**config.mk**
```make
export PLATFORM = sky130hd
export DESIGN_NAME = network_rr_arbiter
export DESIGN_NICKNAME = d
export VERILOG_FILES = /design/src/rtl/network_rr_arbiter.sv
export SDC_FILE = /design/constraint.sdc
export NUM_CORES = 1
export LEC_CHECK = 0
export CORE_AREA = 5 5 124 126
export DETAILED_ROUTE_END_ITERATION = 16
export DIE_AREA = 0 0 129 131
export PLACE_DENSITY_LB_ADDON = 0.2
export SYNTH_ARGS = -nofsm -noshare
export SYNTH_HDL_FRONTEND = slang
export SYNTH_SLANG_ARGS = --single-unit
```
**constraint.sdc**
```tcl
create_clock -name clk -period 4.4 [get_ports clk]
set_input_delay 0.66 -clock clk [delete_from_list [all_inputs] [get_ports clk]]
set_output_delay 0.66 -clock clk [all_outputs]
set_load 0.01 [all_outputs]
```
**src/rtl/network_rr_arbiter.sv**
```systemverilog
// network_rr_arbiter: round-robin merge of NUM_PORTS streams into one registered stream with burst lock (optional NETWORK_RR_ARBITER_SRC_TAG_EN adds m_src)
module network_rr_arbiter #(
  parameter int NUM_PORTS = 4,
  parameter int IN_WIDTH  = 32,
  parameter int ID_WIDTH  = 32,
  parameter int MAX_BURST = 4
) (
  input  logic                          clk,
  input  logic                          rst,
  input  logic [NUM_PORTS*ID_WIDTH-1:0] s_id,
  input  logic [NUM_PORTS*IN_WIDTH-1:0] s_val,
  input  logic [NUM_PORTS-1:0]          s_valid,
  output logic [NUM_PORTS-1:0]          s_ready,
  output logic [ID_WIDTH-1:0]           m_id,
  output logic [IN_WIDTH-1:0]           m_val,
  output logic                          m_valid,
`ifdef NETWORK_RR_ARBITER_SRC_TAG_EN
  output logic [$clog2(NUM_PORTS)-1:0]  m_src,
`endif
  input  logic                          m_ready
);
  localparam int PW = $clog2(NUM_PORTS);
  localparam int CW = $clog2(MAX_BURST + 1);
  typedef enum logic {IDLE, LOCK} state_e;
  state_e state_q, state_d;
  logic [PW-1:0] ptr_q, ptr_d, owner_q, owner_d, sel, idle_sel, idx;
  logic [CW-1:0] cnt_q, cnt_d;
  logic [ID_WIDTH-1:0] m_id_q, m_id_d;
  logic [IN_WIDTH-1:0] m_val_q, m_val_d;
  logic m_valid_q, m_valid_d;
  logic load, any_valid, owner_ok, xfer;
`ifdef NETWORK_RR_ARBITER_SRC_TAG_EN
  logic [PW-1:0] m_src_q, m_src_d;
  assign m_src = m_src_q;
`endif

  function automatic logic [PW-1:0] nxt(input logic [PW-1:0] p);
    return (int'(p) == NUM_PORTS - 1) ? '0 : p + 1'b1;
  endfunction

  assign load      = !m_valid_q || m_ready;
  assign any_valid = |s_valid;
  assign owner_ok  = state_q == LOCK && s_valid[owner_q];
  assign sel       = owner_ok ? owner_q : idle_sel;
  assign xfer      = load && any_valid;
  assign s_ready   = (xfer && !rst) ? NUM_PORTS'(1) << sel : '0;
  assign m_id      = m_id_q;
  assign m_val     = m_val_q;
  assign m_valid   = m_valid_q;

  // first valid port at or after ptr, descending scan so the nearest one wins
  always_comb begin
    idle_sel = ptr_q;
    idx      = ptr_q;
    for (int k = NUM_PORTS - 1; k >= 0; k--) begin
      idx = PW'((int'(ptr_q) + k) % NUM_PORTS);
      if (s_valid[idx]) idle_sel = idx;
    end
  end

  // burst lock bookkeeping; a stranded lock with nobody requesting releases itself
  always_comb begin
    state_d = state_q;
    owner_d = owner_q;
    cnt_d   = cnt_q;
    ptr_d   = ptr_q;
    if (xfer && owner_ok) begin
      if (int'(cnt_q) + 1 == MAX_BURST) begin
        state_d = IDLE;
        ptr_d   = nxt(owner_q);
        cnt_d   = '0;
      end else cnt_d = cnt_q + 1'b1;
    end else if (xfer) begin
      if (MAX_BURST > 1) begin
        state_d = LOCK;
        owner_d = sel;
        cnt_d   = CW'(1);
      end else begin
        state_d = IDLE;
        ptr_d   = nxt(sel);
      end
    end else if (state_q == LOCK && !any_valid) begin
      state_d = IDLE;
      ptr_d   = nxt(owner_q);
      cnt_d   = '0;
    end
  end

  // output slice: load on transfer, bubble when nothing arrives, hold while stalled
  always_comb begin
    m_valid_d = load ? xfer : m_valid_q;
    m_id_d    = xfer ? s_id[sel*ID_WIDTH +: ID_WIDTH] : m_id_q;
    m_val_d   = xfer ? s_val[sel*IN_WIDTH +: IN_WIDTH] : m_val_q;
`ifdef NETWORK_RR_ARBITER_SRC_TAG_EN
    m_src_d   = xfer ? sel : m_src_q;
`endif
  end

  // state and output registers
  always_ff @(posedge clk or posedge rst) begin
    if (rst) begin
      state_q   <= IDLE;
      ptr_q     <= '0;
      owner_q   <= '0;
      cnt_q     <= '0;
      m_valid_q <= 1'b0;
      m_id_q    <= '0;
      m_val_q   <= '0;
`ifdef NETWORK_RR_ARBITER_SRC_TAG_EN
      m_src_q   <= '0;
`endif
    end else begin
      state_q   <= state_d;
      ptr_q     <= ptr_d;
      owner_q   <= owner_d;
      cnt_q     <= cnt_d;
      m_valid_q <= m_valid_d;
      m_id_q    <= m_id_d;
      m_val_q   <= m_val_d;
`ifdef NETWORK_RR_ARBITER_SRC_TAG_EN
      m_src_q   <= m_src_d;
`endif
    end
  end
endmodule
```
==> results of run 1 <==
-- worst max-delay path by stage --
stage,slack (ns),startpoint,cells past startpoint,end
final,0.53,s_valid[3],8,s_ready[2]
after global routing,0.31,s_valid[3],8,s_ready[2]
after CTS,0.54,s_valid[3],8,s_ready[2]
after detailed placement,0.56,s_valid[3],8,s_ready[2]
after global placement,0.65,s_valid[3],8,s_ready[3]
after floorplan,1.63,s_valid[2],7,s_ready[1]
-- power by group through the flow --
stage / combinational [uW] / sequential [uW] / clock, uW
2_1_floorplan: 1140 / 1310 / 0
3_3_place_gp: 2390 / 1210 / 0
3_5_place_dp: 2430 / 1220 / 0
4_1_cts: 2440 / 1210 / 765
5_1_grt: 2610 / 1250 / 796
6_report: 2410 / 1210 / 747
-- layout make-up --
class / count / area [sq um]
fillers: 1250 / 6160
repair buffers: 341 / 3401
multi-input cells: 337 / 2281
flip-flops and latches: 73 / 1827
clock buffers: 12 / 256.5
well taps: 184 / 230.2
clock inverters: 3 / 40.04
inverters: 2 / 8.758
-- sequential cells by signal, summed over array words and instances (netlist names) --
name     count
state_q      1
m_val       32
cnt_q        3
owner_q      2
m_id        32
m_valid      1
ptr_q        2
-- layer usage --
metal,global-route usage,vias up,share of wire
met5,0,-,0
met4,0.09389,0,0.036
met3,0.06707,49,0.080
met2,0.3741,277,0.50
met1,0.2819,2507,0.39
li1,-,2412,-
-- cells in the mapped netlist, types with 4 or more instances --
cell / n / area (sq um)
mux2_2: 4 / 45.04
nor2_1: 8 / 30.03
a22oi_1: 65 / 488.0
a221o_1: 64 / 640.6
nor4_1: 5 / 31.28
nor2b_1: 4 / 25.02
o21ai_0: 68 / 340.3
buf_6: 6 / 67.56
clkbuf_1: 22 / 82.58
nand2_1: 74 / 277.8
buf_2: 15 / 75.07
dfrtp_1: 73 / 1827
-- kinds of logic (layout without fill, tap and decap cells) --
kind of cell | after synthesis | count (layout) | share of synthesized area
multiplexers | 5 | 5 | 0.01279
adder cells (fa/ha/maj) | 3 | 3 | 0.008719
flip-flops | 73 | 73 | 0.4243
AND/OR/NAND/NOR | 110 | 110 | 0.1136
buffers and inverters | 45 | 358 | 0.05405
AO/OA/AOI/OAI | 219 | 219 | 0.3865
-- stage by stage --
step                      std cells  utilization  instance area [sq um]  hold slack [ns]
after detailed placement        937       0.5455                   7747           0.5276
after global placement          937       0.5455                   7747           0.4913
after floorplan                 455            -                   4305           0.4612
after CTS                       952       0.5663                   8044           0.5352
final                           952       0.5663                   8044           0.5206
after global routing            952       0.5663                   8044           0.5478
==> reports/summary.txt, run 1 <==
post_cts resized - 0
Buffers on Ports - 331
Hold EP - cnt_q[2]
Tmin final - 3.866 ns
Mean Syn Cell Area - 9.462 sq um
Final Power - 4369 uW
worst vdd ir - 0.2465 mV
gr usage total - 0.2282
Final Setup Violations - 0
power per cell area - 543.2 mW/mm^2
Worst-Skew Late Latency - 0.34 ns
unrepaired setup endpoints after global routing - false
flops & latches, synth - 73
Worst Max-Slew Pin Slew - 1.069 ns
WL/cell - 21.07 um
Hold Path Cell Cnt - 1
Core Area - 0.01420 sq mm
final net count - 1030
Place WS - 0.5560 ns
Worst-path clk slew - 0.06 ns
grt total ovfl - 0
async set-reset flop share out of synthesis - 1.000
Worst R2R Start - owner_q[0]
R2R Path End - m_id[31]
Starting Density - 0.3031
Worst Path Arrival - 3.21 ns
I/O pin cnt - 332
register area share after synthesis - 0.4243
slowest cell delay on critical path - 0.65 ns
CTS Sinks - 73
CTS Buffer Depth - 2
hold_buf cts - 0
Die Height - 131 um
DRC viols - 0
R2R cell count - 7
critical path cell sequence - clkdlybuf4s50_1 -> mux2i_1 -> or2_2 -> nand2_1 -> nor2_1 -> a21o_1 -> nor4_1 -> clkdlybuf4s50_1
Critical Path Fanout Max - 11
DR vias/cell - 5.509
Net Sw Frac - 0.3703
DRT iter0 DRCs - 283
WP buf/inv - 2
post-route ant nets - 0
Placer Congestion - 0.8733
row cnt - 44
WL final - 20060 um
most common cell after layout, fill and taps aside - clkdlybuf4s50_1
cell area after synthesis - 0.004305 sq mm
total CTS buffers - 9
setup_tns - 0 ns
H-tree levels - 3
largest net degree at the start of global routing - 50
startpoint type of the worst setup path - input pin
die area - 0.01690 sq mm
Die Width - 129 um
Post CTS Setup Buffer Count - 0
Max-slew headroom - 0.2860
Flop pwr share - 0.277
Netlist cell types - 45
antenna violations before repair - 0
EDFF count, synth - 0
Logic pwr share - 0.552
Fin. Hold Viols - 0
First-pass DRT Iterations - 5
share of layout cells above drive strength 1 - 0.05469
Cell Int Power - 2751 uW
Largest delay share family, worst path - buffers and inverters
CTS tree - built
Slew Viols, Final - 0
HP Start - cnt_q[2]
Max Clk Rate - 258.6 MHz
YS warnings - 0
Final period util - 0.8787
slowest stage cell on the critical path - clkdlybuf4s50_1
root buf cell - clkbuf_16
Clock Skew - 0.005640 ns
Post-Syn Instances - 455
worst reg2reg setup slack - 1.44 ns
Clock power frac - 0.171
Sw Pwr - 1618 uW
max cap viols - 0
CP endpoint kind - output port
status - finished, final reports clean
Static Leak - 0.003110 uW
hold crit path type - register to register
# diodes - 0
global-route wire length before repair - 29960 um
most frequent cells in the layout - clkdlybuf4s50_1, nand2_1, dfrtp_1
Main synth FF type - dfrtp_1
crit-path most repeated cell - clkdlybuf4s50_1
Setup CP Type - input pin to output port
Vias - 5245
Net Count, Synth - 721
Final WS setup - 0.5336 ns
vias in the first global route - 5496
Worst Path Required - 3.74 ns
P&R area growth vs syn - 86.84%
HPWL after detailed placement - 15060 um
Note: power is estimated with default switching activity, not from simulation.
==> run 2, diff against run 1 <==
--- a/config.mk
+++ b/config.mk
@@ -8,7 +8,7 @@
 export CORE_AREA = 5 5 124 126
 export DETAILED_ROUTE_END_ITERATION = 16
 export DIE_AREA = 0 0 129 131
-export PLACE_DENSITY_LB_ADDON = 0.2
+export PLACE_DENSITY = 0.76
 export SYNTH_ARGS = -nofsm -noshare
 export SYNTH_HDL_FRONTEND = slang
 export SYNTH_SLANG_ARGS = --single-unit
==> reports/summary.txt, run 2 (same netlist as run 1, synthesis figures left out) <==
status - finished, final reports clean
Critical Path Fanout Max - 11 (unchanged)
global-route wire length before repair - 29410 um (-1.8%)
Setup CP Type - input pin to output port
Max Clk Rate - 258.1 MHz (-0.19%)
First-pass DRT Iterations - 5 (unchanged)
Worst Path Required - 3.74 ns (about the same)
Hold Slack - 0.5512 ns (+0.03063 ns)
post_cts resized - 0 (unchanged)
max cap viols - 0 (unchanged)
Hold Path Cell Cnt - 1 (unchanged)
HPWL after detailed placement - 15240 um (+1.2%)
hold crit path type - register to register
crit-path most repeated cell - clkdlybuf4s50_1
CTS Buffer Depth - 2 (unchanged)
die area - 0.01690 sq mm (unchanged)
I/O pin cnt - 332 (unchanged)
Fin. Hold Viols - 0 (unchanged)
CTS Sinks - 73 (unchanged)
final net count - 1032 (+0.19%)
Vias - 5297 (+0.99%)
CP endpoint kind - output port
unrepaired setup endpoints after global routing - false
root buf cell - clkbuf_16
share of layout cells above drive strength 1 - 0.05447 (-0.0002128)
Tmin final - 3.874 ns (+0.007364 ns)
Max-slew headroom - 0.4258 (+0.1399)
antenna violations before repair - 1 (+1)
Core Util, Final - 0.5673 (+0.0009690)
gr usage total - 0.2224 (-0.005784)
Static Leak - 0.003117 uW (+0.22%)
Largest delay share family, worst path - buffers and inverters
Die Height - 131 um (unchanged)
WL/cell - 20.87 um (-0.95%)
Worst Path Arrival - 3.21 ns (about the same)
WP buf/inv - 2 (unchanged)
Flop pwr share - 0.277 (about the same)
CTS tree - built
Clock Skew - 0.004999 ns (-0.0006410 ns)
largest net degree at the start of global routing - 46 (-8.0%)
Net Sw Frac - 0.3706 (about the same)
Worst Max-Slew Pin Slew - 0.8613 ns (-0.2072 ns)
Core Area - 0.01420 sq mm (unchanged)
post-route ant nets - 0 (unchanged)
Post CTS Setup Buffer Count - 0 (unchanged)
Buffers on Ports - 331 (unchanged)
most common cell after layout, fill and taps aside - clkdlybuf4s50_1
Worst-path clk slew - 0.05 ns (about the same)
DRT iter0 DRCs - 330 (+17%)
Sw Pwr - 1639 uW (+1.3%)
post-route cell area - 0.008058 sq mm (+0.17%)
slowest stage cell on the critical path - clkdlybuf4s50_1
WL final - 19950 um (-0.54%)
Clock power frac - 0.173 (+0.002)
grt total ovfl - 0 (unchanged)
row cnt - 44 (unchanged)
power per cell area - 548.8 mW/mm^2 (+1.0%)
Post-DP Area - 0.007750 sq mm (about the same)
Die Width - 129 um (unchanged)
slowest cell delay on critical path - 0.65 ns (about the same)
R2R cell count - 7 (unchanged)
Worst-Skew Late Latency - 0.33 ns (about the same)
Logic pwr share - 0.549 (-0.003)
P&R area growth vs syn - 87.15%
worst vdd ir - 0.2485 mV (+0.79%)
Final period util - 0.8804 (+0.001674)
most frequent cells in the layout - clkdlybuf4s50_1, nand2_1, dfrtp_1
worst reg2reg setup slack - 1.72 ns (+0.28 ns)
hold_buf cts - 0 (unchanged)
Critical Path Stages - 8 (unchanged)
Slew Viols, Final - 0 (unchanged)
vias in the first global route - 5543 (+0.86%)
Cell Int Power - 2783 uW (+1.2%)
total CTS buffers - 9 (unchanged)
setup_tns - 0 ns (unchanged)
Final Setup Violations - 0 (unchanged)
H-tree levels - 3 (unchanged)
DR vias/cell - 5.541 (+0.57%)
critical path cell sequence - clkdlybuf4s50_1 -> mux2i_1 -> or2_2 -> nand2_1 -> nor2_1 -> a21o_1 -> nor4_1 -> clkdlybuf4s50_1
startpoint type of the worst setup path - input pin
Starting Density - 0.3031 (unchanged)
DRC viols - 0 (unchanged)
Placer Congestion - 0.9017 (+3.3%)
[run 2: cell types whose count changed in the layout (fill, tap and decap cells not counted), sizes merged]
cell    change
buf         +2
bufinv      +1
clkbuf      +1
clkinv      -1
diode       +1
[run 2: layer usage]
metal  track usage  part of all wire  vias up
li1              -                 -     2416
met1        0.2670              0.38     2510
met2        0.3777              0.50      319
met3       0.05081             0.088       52
met4        0.1062             0.033        0
met5             0                 0        -
[run 2: power by group through the flow]
stage          Combinational, uW  Sequential [uW]  Clock, uW
6_report                    2430             1230        767
5_1_grt                     2630             1270        811
4_1_cts                     2450             1220        793
3_5_place_dp                2440             1230          0
3_3_place_gp                2390             1210          0
2_1_floorplan               1140             1310          0
[run 2: worst paths after layout]
path / to / startpoint
worst min-delay path: cnt_q[2] / cnt_q[2]
min in group asynchronous: m_val[13] / rst
max in group asynchronous: m_id[4] / rst
worst min register to register: cnt_q[2] / cnt_q[2]
worst max-delay path: s_ready[2] / s_valid[3]
worst max register to register: m_val[10] / owner_q[0]
[run 2: area by class of cell]
class | instances | area [sq um]
fillers | 1216 | 6146
repair buffers | 343 | 3403
multi-input cells | 337 | 2281
flip-flops and latches | 73 | 1827
clock buffers | 13 | 240.2
well taps | 184 | 230.2
clock inverters | 3 | 65.06
inverters | 2 | 8.758
diodes | 1 | 2.502
[run 2: metrics by stage]
stage | instances | total power, uW | setup slack [ns]
detailed placement | 939 | 3665 | 0.5472
finish | 956 | 4422 | 0.5262
floorplan | 455 | 2447 | 1.633
global route | 956 | 4707 | 0.2984
CTS | 955 | 4463 | 0.5303
global placement | 939 | 3600 | 0.6178
==> run 3, diff against run 2 <==
--- a/config.mk
+++ b/config.mk
@@ -6,6 +6,7 @@
 export NUM_CORES = 1
 export LEC_CHECK = 0
 export CORE_AREA = 5 5 124 126
+export CTS_CLUSTER_SIZE = 20
 export DETAILED_ROUTE_END_ITERATION = 16
 export DIE_AREA = 0 0 129 131
 export PLACE_DENSITY = 0.76
==> results of run 3 <==
Final layout, timing and power as in run 2 (identical DEF).
